<file path="src/rtl/fmul_seq.sv">
// fmul_seq: iterative IEEE-754 multiplier (shift-add, one mantissa bit per cycle,
// round-to-nearest-even). Operands in and product out over valid/ready handshakes.
// Optional feature macro: FMUL_SPECIAL_EN (NaN/Inf handling, overflow saturation,
// underflow flush). Without it, all-ones exponents are ordinary numbers and the
// exponent wraps modulo 2^EXP; zero operands still yield a signed zero.
module fmul_seq #(
  parameter int N = 32
) (
  input  logic         clk,
  input  logic         rst_n,
  input  logic [N-1:0] a,
  input  logic [N-1:0] b,
  input  logic         in_valid,
  output logic         in_ready,
  output logic [N-1:0] out,
  output logic         out_valid,
  input  logic         out_ready
);

  localparam int EXP = (N == 64) ? 11 : 8;
  localparam int MAN = (N == 64) ? 52 : 23;
  localparam int MW  = MAN + 1;
  localparam int PW  = 2 * MW;
  localparam int EW  = EXP + 2;
  localparam int CW  = $clog2(MW);

  localparam logic signed [EW-1:0] BIAS_S   = EW'(2 ** (EXP - 1) - 1);
  localparam logic signed [EW-1:0] ONE_S    = EW'(1);
  localparam logic        [CW-1:0] CNT_LAST = CW'(MAN);
`ifdef FMUL_SPECIAL_EN
  localparam logic signed [EW-1:0] EMAX_S   = EW'(2 ** EXP - 1);
  localparam logic signed [EW-1:0] ZERO_S   = '0;
  localparam logic        [N-1:0]  QNAN     = {1'b0, {EXP{1'b1}}, 1'b1, {(MAN-1){1'b0}}};
`endif

  typedef enum logic [1:0] {IDLE, MUL, NORM, DONE} state_t;

  state_t                 state;
  state_t                 state_nx;

  logic                   sign_p0;
  logic signed [EW-1:0]   exp_p0;
  logic [MW-1:0]          mcand_p0;
  logic [MW-1:0]          mplier_p0;
  logic [PW-1:0]          acc_p0;
  logic [CW-1:0]          cnt;

  logic [EXP-1:0]         ea;
  logic [EXP-1:0]         eb;
  logic [MAN-1:0]         fa;
  logic [MAN-1:0]         fb;
  logic                   sign_in;
  logic signed [EW-1:0]   exp_sum;
  logic                   spec_hit;
  logic [N-1:0]           spec_word;
  logic [MW:0]            upper_sum;
  logic [PW-1:0]          acc_step;

  // Final packing: saturate/flush when special handling is built in, else wrap.
  function automatic logic [N-1:0] saturate_pack(input logic s,
                                                 input logic signed [EW-1:0] e,
                                                 input logic [MAN-1:0] frac);
`ifdef FMUL_SPECIAL_EN
    if (e >= EMAX_S)
      return {s, {EXP{1'b1}}, {MAN{1'b0}}};
    else if (e <= ZERO_S)
      return {s, {(N-1){1'b0}}};
    else
      return {s, e[EXP-1:0], frac};
`else
    return {s, e[EXP-1:0], frac};
`endif
  endfunction

  // Normalise the raw product, round to nearest even and pack the result word.
  function automatic logic [N-1:0] round_pack(input logic s,
                                              input logic signed [EW-1:0] e_in,
                                              input logic [PW-1:0] p);
    logic [MAN-1:0]       mant;
    logic [MAN:0]         mant_r;
    logic                 guard;
    logic                 sticky;
    logic                 up;
    logic signed [EW-1:0] e;
    e = e_in;
    if (p[PW-1]) begin
      mant   = p[PW-2:MW];
      guard  = p[MAN];
      sticky = |p[MAN-1:0];
      e      = e + ONE_S;
    end else begin
      mant   = p[PW-3:MAN];
      guard  = p[MAN-1];
      sticky = |p[MAN-2:0];
    end
    up     = guard & (sticky | mant[0]);
    mant_r = {1'b0, mant} + {{MAN{1'b0}}, up};
    if (mant_r[MAN])
      e = e + ONE_S;
    return saturate_pack(s, e, mant_r[MAN-1:0]);
  endfunction

  assign ea      = a[N-2 -: EXP];
  assign eb      = b[N-2 -: EXP];
  assign fa      = a[MAN-1:0];
  assign fb      = b[MAN-1:0];
  assign sign_in = a[N-1] ^ b[N-1];
  assign exp_sum = signed'({2'b00, ea}) + signed'({2'b00, eb}) - BIAS_S;

  // Operands that bypass the multiplier loop and their immediate result word.
  always_comb begin
    spec_hit  = (ea == '0) || (eb == '0);
    spec_word = {sign_in, {(N-1){1'b0}}};
`ifdef FMUL_SPECIAL_EN
    if (((&ea) && (|fa)) || ((&eb) && (|fb))) begin
      spec_hit  = 1'b1;
      spec_word = QNAN;
    end else if (((&ea) && (eb == '0)) || ((&eb) && (ea == '0))) begin
      spec_hit  = 1'b1;
      spec_word = QNAN;
    end else if ((&ea) || (&eb)) begin
      spec_hit  = 1'b1;
      spec_word = {sign_in, {EXP{1'b1}}, {MAN{1'b0}}};
    end
`endif
  end

  // One shift-add step: add multiplicand into the upper half, then shift right.
  always_comb begin
    upper_sum = {1'b0, acc_p0[PW-1:MW]} + (mplier_p0[0] ? {1'b0, mcand_p0} : '0);
    acc_step  = {upper_sum, acc_p0[MW-1:1]};
  end

  // State register.
  always_ff @(posedge clk) begin
    if (!rst_n)
      state <= IDLE;
    else
      state <= state_nx;
  end

  // Next-state logic; handshake inputs are only looked at in their own state.
  always_comb begin
    state_nx = state;
    case (state)
      IDLE: if (in_valid) state_nx = spec_hit ? DONE : MUL;
      MUL:  if (cnt == CNT_LAST) state_nx = NORM;
      NORM: state_nx = DONE;
      DONE: if (out_ready) state_nx = IDLE;
      default: state_nx = IDLE;
    endcase
  end

  assign in_ready  = (state == IDLE);
  assign out_valid = (state == DONE);

  // Stage p0 boundary: operand capture at accept (no reset, data only).
  always_ff @(posedge clk) begin
    if (state == IDLE && in_valid) begin
      sign_p0   <= sign_in;
      exp_p0    <= exp_sum;
      mcand_p0  <= {1'b1, fa};
      mplier_p0 <= {1'b1, fb};
    end else if (state == MUL) begin
      mplier_p0 <= mplier_p0 >> 1;
    end
  end

  // Accumulator, bit counter and result register.
  always_ff @(posedge clk) begin
    if (!rst_n) begin
      acc_p0 <= '0;
      cnt    <= '0;
      out    <= '0;
    end else begin
      case (state)
        IDLE: begin
          if (in_valid) begin
            acc_p0 <= '0;
            cnt    <= '0;
            if (spec_hit)
              out <= spec_word;
          end
        end
        MUL: begin
          acc_p0 <= acc_step;
          cnt    <= cnt + CW'(1);
        end
        NORM:    out <= round_pack(sign_p0, exp_p0, acc_p0);
        default: ;
      endcase
    end
  end

endmodule

</file>
<file path="config.mk">
export PLATFORM = sky130hd
export DESIGN_NAME = fmul_seq
export DESIGN_NICKNAME = d
export VERILOG_FILES = /design/src/rtl/fmul_seq.sv
export SDC_FILE = /design/constraint.sdc
export NUM_CORES = 1
export LEC_CHECK = 0
export CAP_MARGIN = 20
export CORE_UTILIZATION = 56
export CTS_CLUSTER_DIAMETER = 120
export DETAILED_ROUTE_END_ITERATION = 7
export GPL_ROUTABILITY_DRIVEN = 0
export PLACE_DENSITY = 0.76
export SYNTH_ARGS = -nofsm -noshare
export SYNTH_HDL_FRONTEND = slang
export SYNTH_SLANG_ARGS = --single-unit
export TNS_END_PERCENT = 50
</file>
<file path="constraint.sdc">
create_clock -name clk -period 3.89 [get_ports clk]
set_clock_uncertainty 0.15 [all_clocks]
set_input_delay 0.5835 -clock clk [delete_from_list [all_inputs] [get_ports clk]]
set_output_delay 0.5835 -clock clk [all_outputs]
set_load 0.05 [all_outputs]
</file>
# Yosys cells after proc, flatten, opt, wreduce, memory -nomap -nowiden
# Index checks and enable logic that the tools add are counted.
# op_classes
add_sub_neg,7
eq_ne,8
mux,28
n_bitwise,3
reduce_logical,13
# op_table
cell,count
two-way mux 23 bit,5
case mux 48 bit (2 select lines),1
two-way mux 32 bit,2
case mux 32 bit (2 select lines),1
two-way mux 48 bit,1
two-way mux 8 bit,4
adder 24 x 24 -> 25 bit,1
adder 23 x 1 -> 24 bit,1
two-way mux 24 bit,1
OR reduction 23 bit,1
OR reduction 22 bit,1
adder 8 x 2 -> 8 bit (second input constant),2
zero test 8 bit,2
case mux 5 bit (2 select lines),1
adder 8 bit,1
two-way mux 2 bit,4
case mux 2 bit (4 select lines),1
subtractor 8 x 7 -> 8 bit (second input constant),1
two-way mux 1 bit,6
AND reduction 3 bit,2
nonzero test 2 bit,3
adder 5 x 1 -> 5 bit (second input constant),1
== test 5 bit (second input constant),1
two-way mux 5 bit,1
other kinds (11),14
# totals
regBits,143
input_bits,68
output_inout_bits,34

# Longest topological paths before layout
# logic_depth
word_depth,9
depth_mapped,15

# Worst setup path after synthesis
# OpenSTA, ideal clock, no wires.
# synth_timing
path_kind,reg2reg
start,register acc_p0[47]
end,register out[18]
setup_ns,0.117
arrival_time_ns,2.935
required_ns,3.623
setup_slack_ns,0.688
stages_incl_launch_ff,15
n_path_buf,5
period_less_slack_ns,3.202
path_cell_list,dfxtp_1 > buf_4 > buf_2 > buf_2 > buf_2 > clkbuf_1 > nand2_1 > a21boi_0 > ha_1 > nand3_1 > nor2_1 > and3_1 > nand2_1 > o311a_1 > a32o_1
# synth_via
elab_chain_len,7
elab_cells_between_ends,13
# synth_rtl
element,line,rtl
"start, declared",45,logic [PW-1:0] acc_p0;
"start signal, assigned",186,acc_p0 <= acc_step;
two-way mux 1 bit / two-way mux 23 bit (equally long branches),86,if (p[PW-1]) begin
two-way mux 1 bit / two-way mux 23 bit (equally long branches),176,case (state)
two-way mux 1 bit / two-way mux 23 bit (equally long branches),171,if (!rst_n) begin
bitwise OR 1 bit,96,up = guard & (sticky | mant[0]);
bitwise AND 1 bit,96,
adder 23 x 1 -> 24 bit (*),97,"mant_r = {1'b0, mant} + {{MAN{1'b0}}, up};"
case mux 32 bit (2 select lines) (*),176,
"end signal, assigned",182,out <= spec_word;
"end signal, assigned",189,"NORM: out <= round_pack(sign_p0, exp_p0, acc_p0);"
"end, declared",15,"output logic [N-1:0] out,"
# Mark *: on every way between the ends. The rest lies on a longest branch, timed or not. The select of a mux whose other input is x is not followed.
# A chain may end at the register's enable or synchronous reset.

# Final worst setup path
# layout_timing
start,register mplier_p0[0]
end,register acc_p0[45]
# layout_via
elab_chain_len,3
# layout_rtl
element,line,rtl
"start, declared",44,logic [MW-1:0] mplier_p0;
"start signal, assigned",163,"mplier_p0 <= {1'b1, fb};"
"start signal, assigned",165,mplier_p0 <= mplier_p0 >> 1;
two-way mux 24 bit,130,"upper_sum = {1'b0, acc_p0[PW-1:MW]} + (mplier_p0[0] ? {1'b0, mcand_p0} : '0);"
adder 24 x 24 -> 25 bit,130,
case mux 48 bit (2 select lines),176,
# No other way between the ends.

==> key figures <==
Yosys
  • Fraction of the mapped netlist area in simple logic gates: 18.29%
  • Gate Count Post-Synth: about 870
  • Top cell type's share of synthesized area: between 20 and 25%
  • Syn. warnings: 0
  • Leading area contributor after synthesis: sky130_fd_sc_hd__dfxtp_1
  • Cell types with the largest area share after synthesis: sky130_fd_sc_hd__dfxtp_1 (21%), sky130_fd_sc_hd__edfxtp_1 (20%), sky130_fd_sc_hd__ha_1 (6.8%)
  • Most frequent cell after synthesis: sky130_fd_sc_hd__nand2_1
  • FFs w/ async S/R, synth: 0%
  • Per-instance average area after synthesis: 9.495 um2
  • Net Count, Synth: around 980
  • Post-Synth Adder-Cell Area: ~7.3%
  • Register bit count reported by yosys: 143
  • EDFF count, synth: 55
  • Cell area after technology mapping: 8223 um2
  • Largest family of logic cells by synthesized area: simple AND/OR/NAND/NOR gates
  • Most frequently used flop master after synthesis: sky130_fd_sc_hd__dfxtp_1
  • Xor and xnor fraction of the mapped netlist area: 6.071%
  • Portion of the post-synthesis area used by sequential elements: 41.51%
  • Synthesized-area fraction occupied by ao, oa, aoi and oai cells: between 15 and 20%
  • Multiplexer share of the synthesized area: 5.539%
  • Synth top cells by count: sky130_fd_sc_hd__nand2_1 (95), sky130_fd_sc_hd__dfxtp_1 (88), sky130_fd_sc_hd__edfxtp_1 (55), sky130_fd_sc_hd__nor2b_1 (52), sky130_fd_sc_hd__o21ai_0 (46)
  • Synth unique cells: 71

Cells and area
  • Number of inserted diodes: 0
  • Sequential cell area: 3415 um2
  • Final #Nets: 1068
  • Synthesis-to-finish area growth: 21.03%
  • Area of combinational cells with multiple inputs: around 4500 um2
  • Final design instance area without fill: 9952 um2
  • Layout fillers: 1094
  • Share of final-layout standard cells stronger than drive strength 1: 7.971%

Worst setup path
  • Reg2Reg Launch Point: mplier_p0[0]
  • Logic depth of the worst path, buffers included: 10
  • Required time of the critical path: 4.10 ns
  • Number of buffers and inverters on the critical path: 1
  • Worst EP arrival: 3.66 ns
  • Worst reg-to-reg path cell count: 10
  • Worst setup endpoint: acc_p0[45]
  • Setup slack of the worst register-to-register path: roughly 0.43 ns
  • CP Cell Sequence: buf_4 > and2_1 > ha_1 > nand2_1 > o21ai_0 > o22ai_1 > a2111oi_0 > a21oi_1 > xor2_1 > o21ai_0
  • Crit path top cell by count: sky130_fd_sc_hd__o21ai_0
  • Slowest cell on crit path: sky130_fd_sc_hd__a2111oi_0
  • Timing startpoint of the critical path: mplier_p0[0]
  • Delay-heaviest family, CP: compound AO/OA/AOI/OAI gates
  • Critical Path Sink Type: flop
  • Worst setup path class: reg2reg
  • Max Fanout on Critical Path: 23
  • Maximum single-stage delay on the critical path: between 0.7 and 0.8 ns
  • Worst reg2reg path endpoint: acc_p0[45]
  • Crit start category: flop

Die
  • Die W: 123.2 um
  • Die outline height: 123.2 um
  • Number of placed I/O pins: a little over 100
  • Area inside the core boundary: ~14000 um2
  • Placement row count: 43
  • Initial standard-cell utilization of the core: 58.33%
  • Area of the die: 15170 um2

CTS
  • Num Clock Sinks: between 100 and 150
  • Post-CTS resize count: 0
  • Total setup buffers inserted after CTS: 0
  • CTS root buf: sky130_fd_sc_hd__clkbuf_16
  • Maximum buffer depth of the clock tree: 2
  • Insertion delay of the later-clocked pin in the worst-skew pair: 0.43 ns
  • Clock Pin Slew Worst Setup and Hold Paths: approximately 0.060 ns
  • Total number of H-tree levels: 4
  • Count of hold-fix buffers inserted at cts: 0
  • Number of CTS-inserted buffers: 17
  • Clock tree from TritonCTS: built

Place
  • Dpl cell area: roughly 9400 um2
  • Post-Place Worst Slack: slightly above 0.6 ns
  • Number of I/O port buffers: 101
  • Post-detail-place hpwl: ~14000 um

STA
  • Highest clock rate: 289.2 MHz
  • Part of the cycle the worst path needs: about nine tenths
  • Fin. max-slew vios: 0
  • Actual slew at the worst max-slew pin: ~0.94 ns
  • Setup-failing EPs final: 0
  • Final worst path period need: 3.458 ns
  • Unrepaired setup endpoints after global routing: no
  • Hold Fails Final Rpt: 0
  • Post-Route Setup TNS: 0 ns
  • Relative slew slack: 37.32%
  • Slack of the critical path: around 0.43 ns

Flow run
  • Total of max-cap violations: 0

Power
  • Combinational fraction of design power: roughly a quarter
  • Net switching power of the design: 0.001472 W
  • Internal portion of total power: roughly 0.0033 W
  • Static Leakage: 3.588 nW
  • Switching power as a share of total power: 31.10%
  • Total power per unit cell area: 475.8 nW/um2
  • Clk network pwr share: between 30% and 40%
  • Largest vdd supply drop: 0.4169 mV
  • Relative contribution of sequential cells to total power: 40.9%

Global route
  • Met1 GRT Util: 32.27%
  • GRT Max-Usage Layer: met2
  • Antenna violations before repair: 0
  • M2 GR Usage: 44.17%
  • Met3 track demand over resource: 5.443%
  • Congestion Overflow GR: 0
  • Number of global-route vias before repair: between 6000 and 7000
  • Pin count of the biggest net entering global routing: 44
  • First-pass GRT wire length: 30820 um
  • Total global-route track usage: 26.19%

Detailed routing
  • Post-detailed-route count of antenna-violating nets: 0
  • Drt wl/cell: 16.58 um
  • 1st-pass router iterations: 5
  • DRC viols: 0
  • Vias per cell: 5.901
  • Sum of routed wire length over all layers: 19000 um
  • Starting DRT DRC Count: 587
  • Via count: 6763

Run status
  • Status: complete, no violations

Min path
  • Worst hold path type: reg2reg
-- state kept, by name, indices dropped and copies added, names as in the netlist --
name       cells
mcand_p0      23
state          2
out           32
mplier_p0     24
exp_p0         8
sign_p0        1
acc_p0        48
cnt            5
-- how the worst min path moves through the flow --
| stage | startpoint | to | slack (ns) | cells after the start |
|---|---|---|---|---|
| final | out[22] | out[22] | 0.30 | 2 |
| after global routing | out[20] | out[20] | 0.32 | 2 |
| after CTS | out[22] | out[22] | 0.31 | 2 |
| after detailed placement | out[17] | out[17] | 0.30 | 2 |
| after global placement | out[28] | out[28] | 0.28 | 2 |
| after floorplan | mplier_p0[23] | mplier_p0[23] | 0.27 | 1 |
-- area by class of cell --
type / instances / area share (%)
Timing Repair Buffer: 110 / 10.96
Clock inverter: 15 / 1.622
Tap cell: 180 / 2.263
Sequential cell: 143 / 34.31
Clock buffer: 17 / 4.275
Inverter: 32 / 1.207
Multi-Input combinational cell: 649 / 45.36
-- layout by cell type (no fill, tap or decap), types with 8 or more instances in the layout --
cell type / instances
sky130_fd_sc_hd__a21oi_1: 41
sky130_fd_sc_hd__a22oi_1: 39
sky130_fd_sc_hd__a31oi_1: 9
sky130_fd_sc_hd__and2_1: 32
sky130_fd_sc_hd__buf_4: 8
sky130_fd_sc_hd__clkbuf_16: 17
sky130_fd_sc_hd__clkdlybuf4s50_1: 101
sky130_fd_sc_hd__dfxtp_1: 87
sky130_fd_sc_hd__edfxtp_1: 55
sky130_fd_sc_hd__ha_1: 45
sky130_fd_sc_hd__inv_1: 32
sky130_fd_sc_hd__mux2_2: 28
sky130_fd_sc_hd__mux2i_1: 14
sky130_fd_sc_hd__nand2_1: 95
sky130_fd_sc_hd__nand3_1: 13
sky130_fd_sc_hd__nand4_1: 10
sky130_fd_sc_hd__nor2_1: 42
sky130_fd_sc_hd__nor2b_1: 52
sky130_fd_sc_hd__o21ai_0: 46
sky130_fd_sc_hd__xnor2_1: 31
sky130_fd_sc_hd__xor2_1: 26
-- per-stage QoR --
stage | hold slack, ns | utilization, % | power [W] | cells
6_report | 0.2983 | 70.60 | 0.004735 | 1146
3_5_place_dp | 0.2953 | 66.44 | 0.003122 | 1114
4_1_cts | 0.3051 | 70.60 | 0.004744 | 1146
3_3_place_gp | 0.2832 | 66.44 | 0.003067 | 1114
5_1_grt | 0.3183 | 70.60 | 0.004943 | 1146
2_1_floorplan | 0.2708 | - | 0.002777 | 866
-- cells by family after synthesis --
| family | after synthesis |
|---|---|
| muxes | 42 |
| xor gates and xnor gates | 57 |
| AOI/OAI and AO/OA | 215 |
| DFF | 143 |
| adders and majority gates | 47 |
| buffers and inverters | 74 |
| and+or+nand+nor | 288 |
-- per-layer routing --
layer / vias up / share of wire [%]
li1: 3313 / -
met2: 221 / 48
met4: 0 / 2.8
met5: - / 0
met3: 51 / 5.3
met1: 3178 / 43
-- worst reg2reg max path, stage by stage (launching register included) --
cell and delay [ns]:
sky130_fd_sc_hd__edfxtp_1 0.38, sky130_fd_sc_hd__buf_4 0.21, sky130_fd_sc_hd__and2_1 0.17, sky130_fd_sc_hd__ha_1 0.38, sky130_fd_sc_hd__nand2_1 0.19, sky130_fd_sc_hd__o21ai_0 0.47, sky130_fd_sc_hd__o22ai_1 0.16, sky130_fd_sc_hd__a2111oi_0 0.78
sky130_fd_sc_hd__a21oi_1 0.19, sky130_fd_sc_hd__xor2_1 0.17, sky130_fd_sc_hd__o21ai_0 0.13
-- power groups by stage --
| stage | Sequential, W | Combinational, W | Clock [W] |
|---|---|---|---|
| 4_1_cts | 0.00193 | 0.00117 | 0.00164 |
| 3_5_place_dp | 0.00196 | 0.00116 | 0 |
| 5_1_grt | 0.00196 | 0.00130 | 0.00169 |
| 3_3_place_gp | 0.00195 | 0.00112 | 0 |
| 6_report | 0.00194 | 0.00118 | 0.00162 |
| 2_1_floorplan | 0.00192 | 0.000852 | 0 |
Power figures use the tool's default switching activity.
